## config.mk

```make
export PLATFORM = sky130hd
export DESIGN_NAME = sdr_wb_arbiter
export DESIGN_NICKNAME = d
export VERILOG_FILES = /design/src/rtl/sdr_wb_arbiter.sv
export SDC_FILE = /design/constraint.sdc
export NUM_CORES = 1
export LEC_CHECK = 0
export CAP_MARGIN = 0
export CORE_AREA = 8 8 112 114
export CTS_BUF_LIST = sky130_fd_sc_hd__clkbuf_8 sky130_fd_sc_hd__clkbuf_16
export CTS_CLUSTER_SIZE = 40
export DETAILED_ROUTE_END_ITERATION = 16
export DIE_AREA = 0 0 120 122
export GPL_ROUTABILITY_DRIVEN = 0
export GPL_TIMING_DRIVEN = 0
export HOLD_SLACK_MARGIN = 0.08
export PLACE_DENSITY = 0.68
export REMOVE_ABC_BUFFERS = 1
export SYNTH_ARGS = -nofsm -noshare
export SYNTH_HDL_FRONTEND = slang
export SYNTH_SLANG_ARGS = --single-unit
```

## constraint.sdc

```tcl
create_clock -name clk -period 3.9 [get_ports clk]
set_clock_uncertainty 0.05 [all_clocks]
set_input_delay 0.585 -clock clk [delete_from_list [all_inputs] [get_ports clk]]
set_output_delay 0.585 -clock clk [all_outputs]
set_load 0.005 [all_outputs]
```

## src/rtl/sdr_wb_arbiter.sv

```systemverilog
// Two-master Wishbone arbiter in front of an SDRAM controller slave port.
// Ties go to the master not served last; a burst keeps its grant until end-of-burst.
module sdr_wb_arbiter #(
    parameter int adr_size = 24
) (
    input  logic                clk,
    input  logic                rst,
    input  logic [31:0]         m0_dat_i,
    input  logic [adr_size-1:0] m0_adr_i,
    input  logic [3:0]          m0_sel_i,
    input  logic [2:0]          m0_cti_i,
    input  logic [1:0]          m0_bte_i,
    input  logic                m0_we_i,
    input  logic                m0_cyc_i,
    input  logic                m0_stb_i,
    output logic [31:0]         m0_dat_o,
    output logic                m0_ack_o,
    input  logic [31:0]         m1_dat_i,
    input  logic [adr_size-1:0] m1_adr_i,
    input  logic [3:0]          m1_sel_i,
    input  logic [2:0]          m1_cti_i,
    input  logic [1:0]          m1_bte_i,
    input  logic                m1_we_i,
    input  logic                m1_cyc_i,
    input  logic                m1_stb_i,
    output logic [31:0]         m1_dat_o,
    output logic                m1_ack_o,
    output logic [31:0]         s_dat_o,
    output logic [adr_size-1:0] s_adr_o,
    output logic [3:0]          s_sel_o,
    output logic [2:0]          s_cti_o,
    output logic [1:0]          s_bte_o,
    output logic                s_we_o,
    output logic                s_cyc_o,
    output logic                s_stb_o,
    input  logic [31:0]         s_dat_i,
    input  logic                s_ack_i
);

    typedef enum logic [1:0] {
        IDLE = 2'd0,
        GNT0 = 2'd1,
        GNT1 = 2'd2
    } state_e;

    state_e state_q, state_d;
    logic   last_q, last_d;   // 1: m1 was served last

    function automatic logic cycle_done(input logic [2:0] cti);
        return (cti == 3'b000) || (cti == 3'b111);
    endfunction

    // NOTE: state flops use non-blocking assignments so every register samples pre-edge values.
    always_ff @(posedge clk or posedge rst) begin
        if (rst) begin
            state_q <= IDLE;
            last_q  <= 1'b1;
        end else begin
            state_q <= state_d;
            last_q  <= last_d;
        end
    end

    // NOTE: every combinational output gets a default first, so no branch can infer a latch.
    always_comb begin
        state_d = state_q;
        last_d  = last_q;
        case (state_q)
            IDLE: begin
                if (m0_cyc_i && (!m1_cyc_i || last_q)) begin
                    state_d = GNT0;
                    last_d  = 1'b0;
                end else if (m1_cyc_i) begin
                    state_d = GNT1;
                    last_d  = 1'b1;
                end
            end
            GNT0: begin
                if (!m0_cyc_i || (s_ack_i && cycle_done(m0_cti_i))) state_d = IDLE;
            end
            GNT1: begin
                if (!m1_cyc_i || (s_ack_i && cycle_done(m1_cti_i))) state_d = IDLE;
            end
            default: state_d = IDLE;
        endcase
    end

    // Payload follows m0 unless m1 holds the grant; handshakes are gated by the grant.
    always_comb begin
        s_dat_o  = m0_dat_i;
        s_adr_o  = m0_adr_i;
        s_sel_o  = m0_sel_i;
        s_cti_o  = m0_cti_i;
        s_bte_o  = m0_bte_i;
        s_we_o   = m0_we_i;
        s_cyc_o  = 1'b0;
        s_stb_o  = 1'b0;
        m0_ack_o = 1'b0;
        m1_ack_o = 1'b0;
        case (state_q)
            GNT0: begin
                s_cyc_o  = m0_cyc_i;
                s_stb_o  = m0_stb_i;
                m0_ack_o = s_ack_i;
            end
            GNT1: begin
                s_dat_o  = m1_dat_i;
                s_adr_o  = m1_adr_i;
                s_sel_o  = m1_sel_i;
                s_cti_o  = m1_cti_i;
                s_bte_o  = m1_bte_i;
                s_we_o   = m1_we_i;
                s_cyc_o  = m1_cyc_i;
                s_stb_o  = m1_stb_i;
                m1_ack_o = s_ack_i;
            end
            default: ;
        endcase
    end

    assign m0_dat_o = s_dat_i;
    assign m1_dat_o = s_dat_i;

endmodule

```

* Word-level counts from Yosys, hierarchy flattened
Index checks and enable logic that the tools add are counted.
Word-level totals: flip-flop bits (word level) 3, latch bits 0, memory bits (writable) 0, memory bits (read-only) 0, input bits 171, output and inout port bits 134, logic and storage cells 42, memories 0
Operators by class: add/subtract/negate cells 0, multipliers 0, divide/modulo/power cells 0, $lt $le $gt $ge 0, eq/ne operators 7, shift-type cells 0, muxes and demuxes 17, bitwise gates (word level) 0, reduce and logical (&&, ||, !) cells 16
Operators with widths (number):
- two-way mux 32 bit | 1
- two-way mux 24 bit | 1
- two-way mux 2 bit | 5
- equality test 3 bit (second input constant) | 2
- zero test 3 bit | 2
- case mux 2 bit (3 select lines) | 1
- logical OR 1 bit | 5
- two-way mux 1 bit | 5
- two-way mux 4 bit | 1
- inequality test 2 bit (second input constant) | 2
- case mux 1 bit (2 select lines) | 2
- logical AND 1 bit | 3
- two-way mux 3 bit | 1
- inequality test 3 bit (second input constant) | 1
- AND reduction 3 bit | 1
- equality test 2 x 1 -> 1 bit (second input constant) | 1
- equality test 2 bit (second input constant) | 1
- zero test 1 bit | 2
- zero test 2 bit | 1
- AND reduction 2 bit | 1
- nonzero test 2 bit | 1

* Logic depth before layout (Yosys ltp)
depth in word-level cells 6, mapped depth 6, mapped depth without buffers 6

* Worst setup path after synthesis
No wires, ideal clock.
kind flip-flop to output port, from reg state_q[0], to out s_adr_o[0], data arrival time 1.352 ns, required time 3.265 ns, path slack 1.913 ns, stages on the path, launching flop included 6, buffers on the path 2, cells stage by stage dfrtp_1 -> inv_1 -> ha_1 -> clkbuf_1 -> buf_2 -> mux2_2
On the way: word-level cells in the longest chain between the ends 2
Ends and longest elaborated chain:
- start: declaration | line 46 | state_e state_q, state_d;
- start signal: assignment | line 59 | state_q <= state_d;
- equality test 2 bit | line 100 | case (state_q)
- two-way mux 24 bit | line 100
- end: declaration | line 29 | output logic [adr_size-1:0] s_adr_o,
Every way passes these cells.

* Worst setup path in the final report
from reg state_q[0], to out s_adr_o[8]
The elaborated chain is that of the path after synthesis.

==> results.toml <==
[place]
dp_hpwl_mm = 9.68
placed_cell_area_um2 = 3300
io_buffers = 208
dp.cells = 448
dp_slack_ns = 1.02

[clock_network]
cts_resized = 0
root_buffer = "clkbuf_8"
clkTransAtPathRegs_ns = 0.04
cts.sinks = 3
cts_buffers = 3
cts_setup_buffers = 0
clockBufferDepth = 2
cts_hold_buf = 0
htreeDepth = 1
clkLatencyLatePin_ns = 0.22
cts_tree = "done"

[layout]
syn_to_final_growth_pct = 116
antenna_cells = 0
finalNetCount = 487
finish.utilization = 0.312
fill_cells = 1108
final_common_cell = "clkdlybuf4s50_1"
fin_area_um2 = 3340
final_cell_mix = "208 x clkdlybuf4s50_1, 66 x mux2_2, 5 x nand2_1, 5 x inv_1, 3 x clkbuf_8"
drive_above_1_share = 0.234
instances_no_fill = 452

[synthesis]
netlist_area_um2 = 1550
syn_inst = 172
ys_seq_area_frac = 0.0494
syn-mean-instance-area_um2 = 8.99
synth_warnings = 0
synth_seq_cells = 3
synthDistinctLibCells = 24

[outcome]
status = "finished clean"

[sta]
fin_setup_tns_ns = 0
finalCritPeriodShare = 0.789
timing.hold.ws_ns = 0.459
slew_violations = 0
tightestPinTransition_ns = 0.924
final_hold_viol_count = 0
setup_violations = 0
slew_headroom = 0.384
final.min_clock_period_ns = 3.08
rsz0062_at_grt = "false"
max_freq_mhz = 325
fin_ws_ns = 0.821

[routing]
drtAntennaViolNets = 0
wl_mm = 10.7
num_vias = 1805
viasPerCell = 3.99
wire_per_inst_um = 23.6
drt_pass1_iterations = 4
drtIter0Drc = 60
drc = 0

[die]
rows = 38
ios = 305
chipHeight_um = 122
initial_core_util = 0.145
die_area_um2 = 14600
die_w_um = 120
coreArea_um2 = 10700

[power]
ir_drop_uv = 229
power_density_nw_per_um2 = 408
total_power_mw = 1.36
power_leakage_nw = 1.21

[worst_hold_path]
hp-class = "register to register"
hold_depth = 2
min_from = "last_q"
hold_end = "last_q"

[critical_path]
path_cells = "inv_1 > ha_4 > mux2_2 > clkdlybuf4s50_1"
end_kind = "primary output"
cp-start-kind = "register"
r2r_cells = 4
crit_buf_inv = 2
cp_slowest_stage_delay_ns = 0.72
r2r_start = "state_q[0]"
cp.required_ns = 3.26
slowest_stage = "ha_4"
reg2reg_setup_slack_ns = 2.00
arrival_ns = 2.44
worstReg2RegEnd = "state_q[1]"
cp_top_family = "adder cells"
worstSetupPathType = "register to primary output"
critPathMaxFanout = 71

[global_routing]
grt_overflow = 0
grt_antenna_before_repair = 0
grt_usage = 0.135
grt_pass1_wl_mm = 14.4
first_global_vias = 2087
grt_max_degree = 72

[run]
maxCapViolCount = 0
## cell usage after synthesis
master    number  area, um^2
mux2_2        66         743
clkbuf_1       1        3.75
dfstp_2        1        26.3
inv_1          4        15.0
a311o_1        1        10.0
a22o_1         2        17.5
and4_2         1        10.0
o21ai_1        1        5.00
o21ai_0        1        5.00
nor3_1         2        10.0
nor3b_1        1        7.51
and3_1         1        6.26
a21oi_1        2        10.0
dfrtp_1        2        50.1
a22oi_1        1        7.51
ha_1           3        37.5
nand2_1        5        18.8
buf_2          7        35.0
nor2b_1        1        6.26
nor4b_2        1        15.0
buf_4         64         480
a31oi_1        1        6.26
and2_1         2        12.5
a21boi_0       1        7.51
## layer usage
metal,up-vias,global-route usage,wire (um),share of wire
li1,814,-,-,-
met1,801,0.136,3690,0.34
met2,181,0.187,4330,0.40
met3,7,0.152,2570,0.24
met4,2,0.00703,15,0.0014
met5,-,0.0461,94,0.0088
## sequential cells by signal, summed over array words and instances, names as in the netlist
register and flops:
last_q 1, state_q 2
## worst reg2reg max path, cell delays in order (launching register included)
cell and delay, ns:
dfrtp_1 0.39, inv_1 0.13, ha_4 0.72, a31oi_1 0.23, a22o_1 0.26
## report_power, final
part           total, mW  switching (mW)  internal [mW]
sequential        0.0680          0.0170         0.0510
clock             0.0926          0.0251         0.0674
combinational       1.20           0.406          0.797
total               1.36           0.448          0.915
## how the worst max path moves through the flow
| stage | startpoint | endpoint | slack [ns] | depth (start not counted) |
|---|---|---|---|---|
| floorplan | state_q[0] | s_stb_o | 0.68 | 4 |
| global route | state_q[0] | s_cyc_o | 0.64 | 5 |
| finish | state_q[0] | s_adr_o[8] | 0.82 | 4 |
| global placement | state_q[0] | s_dat_o[16] | -0.52 | 4 |
| CTS | state_q[0] | s_dat_o[22] | 0.78 | 4 |
| detailed placement | state_q[0] | s_dat_o[22] | 1.02 | 4 |
## cells by family (layout without fill, tap and decap cells)
group | Yosys count | in the layout | share of synthesized area
fa+ha+maj | 3 | 3 | 0.0243
flops | 3 | 3 | 0.0494
buf+inv | 76 | 216 | 0.345
mux | 66 | 66 | 0.481
simple gates | 14 | 14 | 0.0558
compound gates | 10 | 10 | 0.0445
## final cells by class
cell class / count / area, um^2 / area share
clock buffer: 3 / 41.3 / 0.0124
clock inverter: 1 / 3.75 / 0.00112
inverter: 4 / 15.0 / 0.00449
multi-input combinational: 93 / 948 / 0.284
sequential: 3 / 76.3 / 0.0228
tap: 140 / 175 / 0.0524
timing repair buffer: 208 / 2080 / 0.623
No activity file was read; power rests on OpenSTA's default activity.
